$ cat src/rtl/ghost_pkg.sv
// ============================================================================
//  Module   : ghost_pkg
//  Brief    : Shared ghost constants, state encoding and phase-length lookup.
//  Revision : 1.0 - initial release
// ============================================================================
`default_nettype none

package ghost_pkg;

   localparam logic [3:0] c_mode_chase   = 4'b1000;
   localparam logic [3:0] c_mode_scatter = 4'b0100;
   localparam logic [3:0] c_mode_fright  = 4'b0010;
   localparam logic [3:0] c_mode_eaten   = 4'b0001;

   // Direction vectors as packed {dx, dy} signed bytes
   localparam logic [15:0] c_dir_left  = 16'hFF00;
   localparam logic [15:0] c_dir_right = 16'h0100;
   localparam logic [15:0] c_dir_up    = 16'h00FF;
   localparam logic [15:0] c_dir_down  = 16'h0001;

   typedef enum logic [1:0] {
      ST_SCATTER = 2'd0,
      ST_CHASE   = 2'd1,
      ST_FRIGHT  = 2'd2,
      ST_EATEN   = 2'd3
   } ghost_state_t;

   // Odd phases are chase; phases 4 and 6 use the short scatter length
   function automatic logic [15:0] phase_len(input logic [2:0]  p,
                                             input logic [15:0] scatter,
                                             input logic [15:0] scatter_short,
                                             input logic [15:0] chase);
      if (p[0])
         return chase;
      else if (p[2])
         return scatter_short;
      else
         return scatter;
   endfunction

   function automatic logic [3:0] state_mode(input ghost_state_t s);
      case (s)
         ST_CHASE:  return c_mode_chase;
         ST_FRIGHT: return c_mode_fright;
         ST_EATEN:  return c_mode_eaten;
         default:   return c_mode_scatter;
      endcase
   endfunction

endpackage

`default_nettype wire

$ cat src/rtl/ghost_tick_gen.sv
// ============================================================================
//  Module   : ghost_tick_gen
//  Brief    : Step-rate divider producing the update square wave and commit.
//  Revision : 1.0 - initial release
// ============================================================================
`default_nettype none

module ghost_tick_gen #(
   parameter int TICK_DIV = 833333
) (
   input  logic clock,
   input  logic reset,
   input  logic enable,
   output logic update,
   output logic commit
);

   localparam int            CW     = $clog2(TICK_DIV);
   localparam logic [CW-1:0] c_last = CW'(TICK_DIV - 1);
   localparam logic [CW-1:0] c_half = CW'(TICK_DIV / 2);

   logic [CW-1:0] r_cnt;
   logic [CW-1:0] w_cnt_next;
   logic          r_update;

   assign w_cnt_next = (r_cnt == c_last) ? '0 : r_cnt + CW'(1);

   // r_update tracks the half of the period r_cnt sits in, from a flop
   always_ff @(posedge clock or posedge reset) begin
      if (reset) begin
         r_cnt    <= '0;
         r_update <= 1'b0;
      end else if (enable) begin
         r_cnt    <= w_cnt_next;
         r_update <= (w_cnt_next < c_half);
      end
   end

   assign update = r_update & enable;
   assign commit = enable & (r_cnt == c_last);

endmodule

`default_nettype wire

$ cat src/rtl/ghost_mode_ctrl.sv
// ============================================================================
//  Module   : ghost_mode_ctrl
//  Brief    : Ghost mode scheduler: scatter/chase phases, fright and eaten.
//  Revision : 1.0 - initial release
// ============================================================================
`default_nettype none

module ghost_mode_ctrl
   import ghost_pkg::*;
#(
   parameter int TICK_DIV      = 833333,
   parameter int SCATTER_TICKS = 420,
   parameter int SCATTER_SHORT = 300,
   parameter int CHASE_TICKS   = 1200,
   parameter int FRIGHT_TICKS  = 360,
   parameter int FLASH_TICKS   = 120
) (
   input  logic       clock,
   input  logic       reset,
   input  logic       enable,
   input  logic       energizer_eaten,
   input  logic       ghost_caught,
   input  logic       ghost_home,
   output logic [3:0] mode,
   output logic       rotate,
   output logic       update,
   output logic [2:0] phase,
   output logic       fright_flash
);

   localparam logic [15:0] c_scatter = 16'(SCATTER_TICKS);
   localparam logic [15:0] c_short   = 16'(SCATTER_SHORT);
   localparam logic [15:0] c_chase   = 16'(CHASE_TICKS);
   localparam logic [15:0] c_fright  = 16'(FRIGHT_TICKS);
   localparam logic [15:0] c_flash   = 16'(FLASH_TICKS);

   logic w_commit;

   ghost_tick_gen #(
      .TICK_DIV (TICK_DIV)
   ) u_tick (
      .clock  (clock),
      .reset  (reset),
      .enable (enable),
      .update (update),
      .commit (w_commit)
   );

   ghost_state_t r_state;
   logic [2:0]   r_phase;
   logic [15:0]  r_ptimer;
   logic [15:0]  r_ftimer;
   logic         r_energ_pend;
   logic         r_caught_pend;
   logic [3:0]   r_mode;
   logic         r_rotate;
   logic         r_flash;

   ghost_state_t w_state_n;
   ghost_state_t w_sched_state;
   logic [2:0]   w_phase_n;
   logic [15:0]  w_ptimer_n;
   logic [15:0]  w_ftimer_n;
   logic         w_rotate_n;
   logic         w_adv;
   logic         w_energ;
   logic         w_caught;
   logic         w_sched_run;

   // Events arriving in the commit cycle itself are honoured immediately
   assign w_energ     = r_energ_pend | energizer_eaten;
   assign w_caught    = r_caught_pend | ghost_caught;
   assign w_sched_run = (r_state == ST_SCATTER) || (r_state == ST_CHASE);

   always_comb begin
      w_phase_n  = r_phase;
      w_ptimer_n = r_ptimer;
      w_adv      = 1'b0;
      if (w_sched_run && (r_phase != 3'd7)) begin
         if (r_ptimer <= 16'd1) begin
            w_adv      = 1'b1;
            w_phase_n  = r_phase + 3'd1;
            w_ptimer_n = phase_len(w_phase_n, c_scatter, c_short, c_chase);
         end else begin
            w_ptimer_n = r_ptimer - 16'd1;
         end
      end
   end

   assign w_sched_state = w_phase_n[0] ? ST_CHASE : ST_SCATTER;

   always_comb begin
      w_state_n  = r_state;
      w_ftimer_n = r_ftimer;
      w_rotate_n = 1'b0;
      case (r_state)
         ST_SCATTER, ST_CHASE: begin
            if (w_energ) begin
               w_state_n  = ST_FRIGHT;
               w_ftimer_n = c_fright;
               w_rotate_n = 1'b1;
            end else begin
               w_state_n  = w_sched_state;
               w_rotate_n = w_adv;
            end
         end
         ST_FRIGHT: begin
            if (w_caught) begin
               w_state_n  = ST_EATEN;
               w_ftimer_n = 16'd0;
            end else if (w_energ) begin
               w_ftimer_n = c_fright;
            end else if (r_ftimer <= 16'd1) begin
               w_ftimer_n = 16'd0;
               w_state_n  = w_sched_state;
            end else begin
               w_ftimer_n = r_ftimer - 16'd1;
            end
         end
         default: begin
            if (ghost_home)
               w_state_n = w_sched_state;
         end
      endcase
   end

   always_ff @(posedge clock or posedge reset) begin
      if (reset) begin
         r_state       <= ST_SCATTER;
         r_phase       <= 3'd0;
         r_ptimer      <= c_scatter;
         r_ftimer      <= 16'd0;
         r_energ_pend  <= 1'b0;
         r_caught_pend <= 1'b0;
         r_mode        <= c_mode_scatter;
         r_rotate      <= 1'b0;
         r_flash       <= 1'b0;
      end else if (w_commit) begin
         r_state       <= w_state_n;
         r_phase       <= w_phase_n;
         r_ptimer      <= w_ptimer_n;
         r_ftimer      <= w_ftimer_n;
         r_energ_pend  <= 1'b0;
         r_caught_pend <= 1'b0;
         r_mode        <= state_mode(w_state_n);
         r_rotate      <= w_rotate_n;
         r_flash       <= (w_state_n == ST_FRIGHT) && (w_ftimer_n <= c_flash);
      end else begin
         r_energ_pend  <= r_energ_pend | energizer_eaten;
         r_caught_pend <= r_caught_pend | ghost_caught;
      end
   end

   assign mode         = r_mode;
   assign rotate       = r_rotate;
   assign phase        = r_phase;
   assign fright_flash = r_flash;

endmodule

`default_nettype wire

$ cat config.mk
export PLATFORM = sky130hd
export DESIGN_NAME = ghost_mode_ctrl
export DESIGN_NICKNAME = d
export VERILOG_FILES = /design/src/rtl/ghost_pkg.sv /design/src/rtl/ghost_tick_gen.sv /design/src/rtl/ghost_mode_ctrl.sv
export SDC_FILE = /design/constraint.sdc
export NUM_CORES = 1
export LEC_CHECK = 0
export CAP_MARGIN = 25
export CORE_UTILIZATION = 34
export CTS_BUF_LIST = sky130_fd_sc_hd__clkbuf_2 sky130_fd_sc_hd__clkbuf_4 sky130_fd_sc_hd__clkbuf_8
export CTS_CLUSTER_DIAMETER = 120
export CTS_CLUSTER_SIZE = 20
export DETAILED_ROUTE_END_ITERATION = 8
export SLEW_MARGIN = 20
export SYNTH_ARGS = -nofsm -noshare
export SYNTH_HDL_FRONTEND = slang
export SYNTH_HIERARCHICAL = 1
export SYNTH_SLANG_ARGS = --single-unit
$ cat constraint.sdc
create_clock -name clock -period 8 [get_ports clock]
set_input_delay 1.6 -clock clock [delete_from_list [all_inputs] [get_ports clock]]
set_output_delay 1.6 -clock clock [all_outputs]
set_load 0.02 [all_outputs]
==> results.tsv, run 1 <==
stage	metric	value	unit
status	outcome	completed	
setup_path	Worst setup EP type	output port	
clocking	CTS root buf	clkbuf_8	
timing	Final Hold Viols	0	
placed_design	placer congestion estimate	0.8800	
drt	post-DR wirelength/cell	15.13	microns
cells_and_area	antenna cells	0	
clocking	Reg clk slew, reported paths	0.08	ns
clocking	CTS tree	yes	
clocking	worst skew pair latency	0.35	ns
drt	first-iteration detailed-routing DRC count	265	
clocking	CTS Sinks	66	
timing	Slew HR	44.69	%
timing	count of final setup violators	0	
timing	f_max	208.6	MHz
timing	TNS Setup	0	ns
logic_synthesis	count of mapped cells out of synthesis	520	
timing	Slew @ Worst Pin	0.8296	ns
cells_and_area	area grow syn2layout	8.903	%
setup_path	maximum fanout along the worst path	22	
logic_synthesis	Seq/Total Area, Yosys	37.45	%
grt	largest net degree at the start of global routing	46	
placed_design	DP HPWL	7169	microns
grt	GRT Util Overall	16.54	%
power	Leak Pwr	2.056	nW
cells_and_area	Non-Filler Instances	689	
logic_synthesis	Async S/R FF share, synth	100.0	%
logic_synthesis	Post-Syn Area	4427	sq um
worst_hold_path	hold path start	r_ptimer[5]	
placed_design	Placed Cells	673	
power	peak supply drop	68.24	uV
drt	DRT Pass-1 Iters	5	
floorplan	Initial Utilization	34.94	%
worst_hold_path	worst hold path type	reg -> reg	
flow_run	total of max-cap violations	0	
logic_synthesis	ys flop type	dfrtp_1	
logic_synthesis	distinct cell type count after synthesis	79	
clocking	H-tree Lvls	3	
worst_hold_path	hold endpoint	r_ptimer[5]	
clocking	CTS Buf Count	9	
logic_synthesis	EDFF count, synth	0	
placed_design	I/O Buffers	15	
timing	Final Max Tran Viols	0	
setup_path	R2R Setup Slk	3.87	ns
drt	DR vias/cell	5.604	
logic_synthesis	post-synthesis sequential element count	66	
clocking	# hold bufs at CTS	0	
power	P per Cell Area	164.4	nW/um^2
clocking	# resized after CTS	0	
cells_and_area	layout cell share with drive strength beyond 1	9.478	%
timing	Final Critical Period	4.794	ns
timing	crit share post-route	59.93	%
drt	DR vias	3861	
floorplan	Die ar.	13480	sq um
setup_path	Reg-to-Reg Start	u_tick/r_cnt[0]	
setup_path	worst reg-to-reg path cell count	10	
logic_synthesis	Synth Warn #	6	
setup_path	Crit path arrival time	3.19	ns
timing	post-route clock skew	0.009328	ns
floorplan	# rows	41	
clocking	Post-CTS Setup Inserts	0	
drt	Antenna Violating Nets Remaining	0	
drt	DRC Markers	0	
setup_path	reg2reg end	r_ptimer[15]	
setup_path	WS Path Type	in -> out	
logic_synthesis	syn avg cell area	8.513	sq um
grt	antenna violations before repair	0	
timing	RSZ-0062 raised after global routing	no	
setup_path	Worst setup SP type	primary input	
clocking	Longest Clk Path Bufs	2	
floorplan	Die Span X	116.1	microns
setup_path	Worst EP required	6.40	ns
grt	number of global-route vias before repair	3593	
cells_and_area	Final #Nets	526	
drt	routed wire length	10420	microns
floorplan	core area	12670	sq um
grt	total grt overflow	0	
floorplan	die height	116.1	microns
worst_hold_path	Hold Path Stages	2	
grt	first-pass GRT wire length	17660	microns
logic_synthesis	Synth Net Count	534	
floorplan	io pins	16	
setup_path	Worst Setup SP	enable	
-- power breakdown --
| group | internal (W) | switching [W] |
|---|---|---|
| clock | 0.000169 | 0.000136 |
| sequential | 0.000351 | 0.0000502 |
| combinational | 0.0000388 | 0.0000465 |
-- logic make-up after synthesis --
| kind of cell | after synthesis | synth area share, % |
|---|---|---|
| flip-flops | 66 | 37.45 |
| multiplexers | 10 | 2.431 |
| AND/OR/NAND/NOR | 218 | 26.74 |
| buffers and inverters | 58 | 6.331 |
| adder cells (fa/ha/maj) | 8 | 2.261 |
| AO/OA/AOI/OAI | 144 | 21.62 |
| XOR/XNOR | 16 | 3.166 |
-- cell type report --
class / instances / area, sq um
Fill cell: 1321 / 7850
Multi-Input combinational cell: 396 / 2489
Sequential cell: 66 / 1658
Tap cell: 172 / 215.2
Clock buffer: 12 / 165.2
Timing Repair Buffer: 16 / 157.7
Inverter: 23 / 87.58
Clock inverter: 4 / 48.80
-- metrics by stage --
stage	cell area [sq um]	power, W	setup slack, ns	hold slack (ns)	utilization (%)
3_3_place_gp	4606	0.0004905	3.078	0.4769	36.35
2_1_floorplan	4427	0.0004736	4.430	0.4648	-
6_report	4821	0.0007924	3.206	0.4884	38.05
5_1_grt	4821	0.0008346	3.096	0.5153	38.05
3_5_place_dp	4606	0.0004919	2.964	0.4802	36.35
4_1_cts	4820	0.0008026	3.214	0.4892	38.04
-- worst max-delay path, cell delays in order --
cell and delay (ns):
clkdlybuf4s50_1 0.45, buf_4 0.24, inv_1 0.16, nor2_1 0.13, clkdlybuf4s50_1 0.61
-- flip-flops by register name, indices dropped and copies added (netlist names) --
name             count
rotate               1
r_state              2
r_caught_pend        1
r_ftimer            16
phase                3
u_tick/r_cnt        20
u_tick/r_update      1
fright_flash         1
r_ptimer            16
r_energ_pend         1
mode                 4
-- worst max path at each step --
stage / end / slack (ns) / cells after the start
floorplan: update / 4.43 / 2
global placement: r_ptimer[15] / 3.08 / 8
detailed placement: r_ptimer[15] / 2.96 / 8
CTS: update / 3.21 / 5
global route: r_ptimer[15] / 3.10 / 8
finish: update / 3.21 / 5
-- cell usage in the layout, fill, tap and decap left out, drive strengths merged, types with 5 or more instances in the layout --
cell,n
dfrtp,61
nand2,57
nor2,50
o21ai,47
a21oi,32
nor3,25
inv,22
nand3,16
clkdlybuf4s50,15
or3,13
clkbuf,12
nor4,10
xnor2,9
o31ai,8
ha,8
nand4,8
xor2,7
mux2,6
a31oi,6
and3,6
nor2b,5
nand2b,5
dfstp,5
-- metal layers --
layer / share of wire (%) / GRT usage (%) / vias to the layer above / wire, microns
met5: 0 / 0 / - / 0
li1: - / - / 1878 / -
met1: 47 / 21.67 / 1857 / 4903
met4: 1.9 / 6.581 / 0 / 201
met3: 4.5 / 3.425 / 18 / 466
met2: 47 / 26.75 / 108 / 4852
-- Yosys cell counts, drive strengths merged, types with 3 or more instances --
master	number	area, sq um
dfrtp	61	1526
nand2	57	214.0
nor2	50	195.2
o21ai	47	239.0
a21oi	32	160.2
nor3	25	130.1
inv	23	86.33
buf	20	137.6
nand3	16	97.60
clkbuf	15	56.30
or3	13	87.59
nor4	10	107.6
xnor2	9	78.83
ha	8	100.1
nand4	8	62.56
o31ai	8	60.06
xor2	7	61.31
a31oi	6	37.54
and3	6	37.54
mux2	6	67.56
dfstp	5	131.4
nand2b	5	31.28
nor2b	5	31.28
mux2i	4	40.04
nand3b	4	33.78
o211ai	4	30.03
o22a	4	35.03
o41ai	4	35.03
and2	3	18.77
o21a	3	22.52
o221ai	3	32.53
o22ai	3	18.77
or4	3	22.52
(Power assumes the default switching activity.)
==> run 2, diff against run 1 <==
==> constraint.sdc (replaced) <==
create_clock -name clock -period 4.3 [get_ports clock]
set_input_delay 0.86 -clock clock [delete_from_list [all_inputs] [get_ports clock]]
set_output_delay 0.86 -clock clock [all_outputs]
set_load 0.02 [all_outputs]
==> run 2 against run 1 <==
Effect of this change:
- global-route usage increased by 0.78 points
- worst setup slack got worse by 2.2 ns
- sequential share of layout area decreased by 0.33 points
- via count increased by 0.88%
- register-to-register slack got worse by 2.9 ns
- routed wire length increased by 1.6%
- cell count increased by 0.29%
- core utilization increased by 0.37 points
- sequential cell count unchanged
- first-iteration DRC count increased by 13%
- die area unchanged
- combinational power increased by 91%
- largest cell class unchanged
- highest routed layer unchanged
==> results.tsv, run 2 (synthesized netlist as in run 1, its figures left out) <==
stage	metric	value	unit	change
cells_and_area	largest registers	u_tick/r_cnt: 20 flops, r_ftimer: 16 flops, r_ptimer: 16 flops		
worst_hold_path	hold path start	mode[2]		
cells_and_area	layout cell share with drive strength beyond 1	9.827	%	+0.35 points
timing	f_max	304.1	MHz	
floorplan	Die Span X	116.1	microns	unchanged
clocking	# hold bufs at CTS	0		unchanged
cells_and_area	Largest register FFs	20		unchanged
clocking	worst skew pair latency	0.37	ns	+0.02 ns
cells_and_area	most common cell after layout, fill and taps aside	dfrtp_1		
setup_path	Worst setup SP type	register		
timing	post-route clock skew	0.01257	ns	+0.003239 ns
timing	Final Hold Viols	0		unchanged
drt	DR vias/cell	5.637		+0.59%
timing	RSZ-0062 raised after global routing	no		
timing	Slew @ Worst Pin	0.8354	ns	+0.005759 ns
setup_path	reg2reg end	r_ptimer[15]		
grt	antenna violations before repair	0		unchanged
placed_design	I/O Buffers	15		unchanged
setup_path	Reg-to-Reg Start	u_tick/r_cnt[1]		
clocking	CTS Buf Count	9		unchanged
clocking	CTS root buf	clkbuf_8		
worst_hold_path	Hold Path Stages	2		unchanged
timing	final setup margin	1.012	ns	-2.194 ns
flow_run	total of max-cap violations	0		unchanged
setup_path	Crit path arrival time	3.52	ns	+0.33 ns
cells_and_area	Util after Layout	38.41	%	+0.37 points
clocking	# resized after CTS	0		unchanged
floorplan	core area	12670	sq um	unchanged
floorplan	Die ar.	13480	sq um	unchanged
worst_hold_path	worst hold path type	reg -> reg		
clocking	H-tree Lvls	3		unchanged
power	P per Cell Area	314.2	nW/um^2	+91%
cells_and_area	largest reg by FF count	u_tick/r_cnt		
clocking	CTS tree	yes		
cells_and_area	area grow syn2layout	9.949	%	
drt	routed wire length	10590	microns	+1.6%
power	Leak Pwr	2.071	nW	+0.73%
drt	DR vias	3895		+0.88%
placed_design	DP HPWL	7389	microns	+3.1%
placed_design	placer congestion estimate	0.8639		-1.8%
drt	DRC Markers	0		unchanged
setup_path	maximum fanout along the worst path	19		-14%
clocking	Post-CTS Setup Inserts	0		unchanged
floorplan	io pins	16		unchanged
cells_and_area	Non-Filler Instances	691		+0.29%
timing	crit share post-route	76.47	%	
drt	first-iteration detailed-routing DRC count	300		+13%
setup_path	WS Path Type	reg -> reg		
setup_path	Worst EP required	4.53	ns	-1.87 ns
clocking	Longest Clk Path Bufs	2		unchanged
grt	first-pass GRT wire length	18260	microns	+3.4%
floorplan	die height	116.1	microns	unchanged
grt	largest net degree at the start of global routing	46		unchanged
worst_hold_path	hold endpoint	mode[2]		
clocking	Reg clk slew, reported paths	0.08	ns	about the same
power	peak supply drop	285.4	uV	+320%
setup_path	Worst setup EP type	register		
floorplan	Initial Utilization	34.94	%	unchanged
status	outcome	completed		
timing	Final Max Tran Viols	0		unchanged
setup_path	R2R Setup Slk	1.01	ns	-2.86 ns
timing	Final Critical Period	3.288	ns	
timing	count of final setup violators	0		unchanged
placed_design	post-place setup slack	0.8775	ns	-2.086 ns
cells_and_area	Multi-input gate area	2489	sq um	unchanged
cells_and_area	commonest non-fill, non-tap cells in the layout	dfrtp_1 (61), nand2_1 (57), nor2_1 (49)		
drt	post-DR wirelength/cell	15.32	microns	+1.3%
floorplan	# rows	41		unchanged
placed_design	Placed Cells	674		+0.15%
cells_and_area	antenna cells	0		unchanged
timing	Slew HR	44.25	%	-0.45 points
cells_and_area	Reg area	1658	sq um	unchanged
clocking	CTS Sinks	66		unchanged
grt	number of global-route vias before repair	3669		+2.1%
timing	TNS Setup	0	ns	unchanged
drt	DRT Pass-1 Iters	5		unchanged
cells_and_area	post-route design area	4867	sq um	+0.96%
placed_design	DP Area	4613	sq um	+0.16%
setup_path	worst reg-to-reg path cell count	10		unchanged
grt	total grt overflow	0		unchanged
grt	GRT Util Overall	17.33	%	+0.78 points
cells_and_area	fillers	1273		-3.6%
drt	Antenna Violating Nets Remaining	0		unchanged
cells_and_area	Final #Nets	528		+0.38%
==> run 2: cell count changes in the layout (fill, tap and decap cells not counted), sizes merged <==
cell,before,now
clkinv,4,0
inv,22,23
clkinvlp,0,2
buf,1,3
bufinv,1,2
==> run 2: metrics by stage <==
step | hold WS, ns | total power [W]
detailed placement | 0.4829 | 0.0009135
floorplan | 0.4648 | 0.0008811
finish | 0.4889 | 0.001529
CTS | 0.4999 | 0.001543
global route | 0.5313 | 0.001605
global placement | 0.4787 | 0.0009064
==> run 2: worst max path at each step <==
| stage | start | end |
|---|---|---|
| CTS | u_tick/r_cnt[0] | r_ptimer[15] |
| global placement | enable | r_ptimer[15] |
| detailed placement | enable | r_ptimer[15] |
| global route | u_tick/r_cnt[0] | r_ptimer[15] |
| finish | u_tick/r_cnt[1] | r_ptimer[15] |
| floorplan | u_tick/r_cnt[0] | r_ptimer[15] |
==> run 2: cell type report <==
cell class | count | area share (%)
clock buffer | 12 | 3.265
clock inverter | 4 | 1.542
inverter | 23 | 1.774
multi-input combinational | 396 | 51.13
sequential | 66 | 34.06
tap | 172 | 4.422
timing repair buffer | 18 | 3.805
==> run 2: worst max-delay path, cell delays in order (launching register included) <==
cell and delay, ns:
dfrtp_1 0.46, inv_1 0.11, ha_1 0.13, or4bb_1 0.40
nor3_2 0.23, and3_1 0.24, nand2_1 0.36, or4_1 0.68
or3_1 0.35, xor2_1 0.13, nor2_1 0.05
==> run 2: per-layer routing <==
| layer | up-vias | GRT usage (%) | part of all wire (%) |
|---|---|---|---|
| li1 | 1881 | - | - |
| met1 | 1912 | 22.81 | 46 |
| met2 | 90 | 27.58 | 48 |
| met3 | 12 | 4.826 | 5.1 |
| met4 | 0 | 5.470 | 1.3 |
| met5 | - | 0 | 0 |
==> run 2: where the power goes <==
part / total [W] / internal [W] / switching, W
Combinational: 0.000163 / 0.0000737 / 0.0000888
Clock: 0.000622 / 0.000365 / 0.000258
Sequential: 0.000745 / 0.000654 / 0.0000907
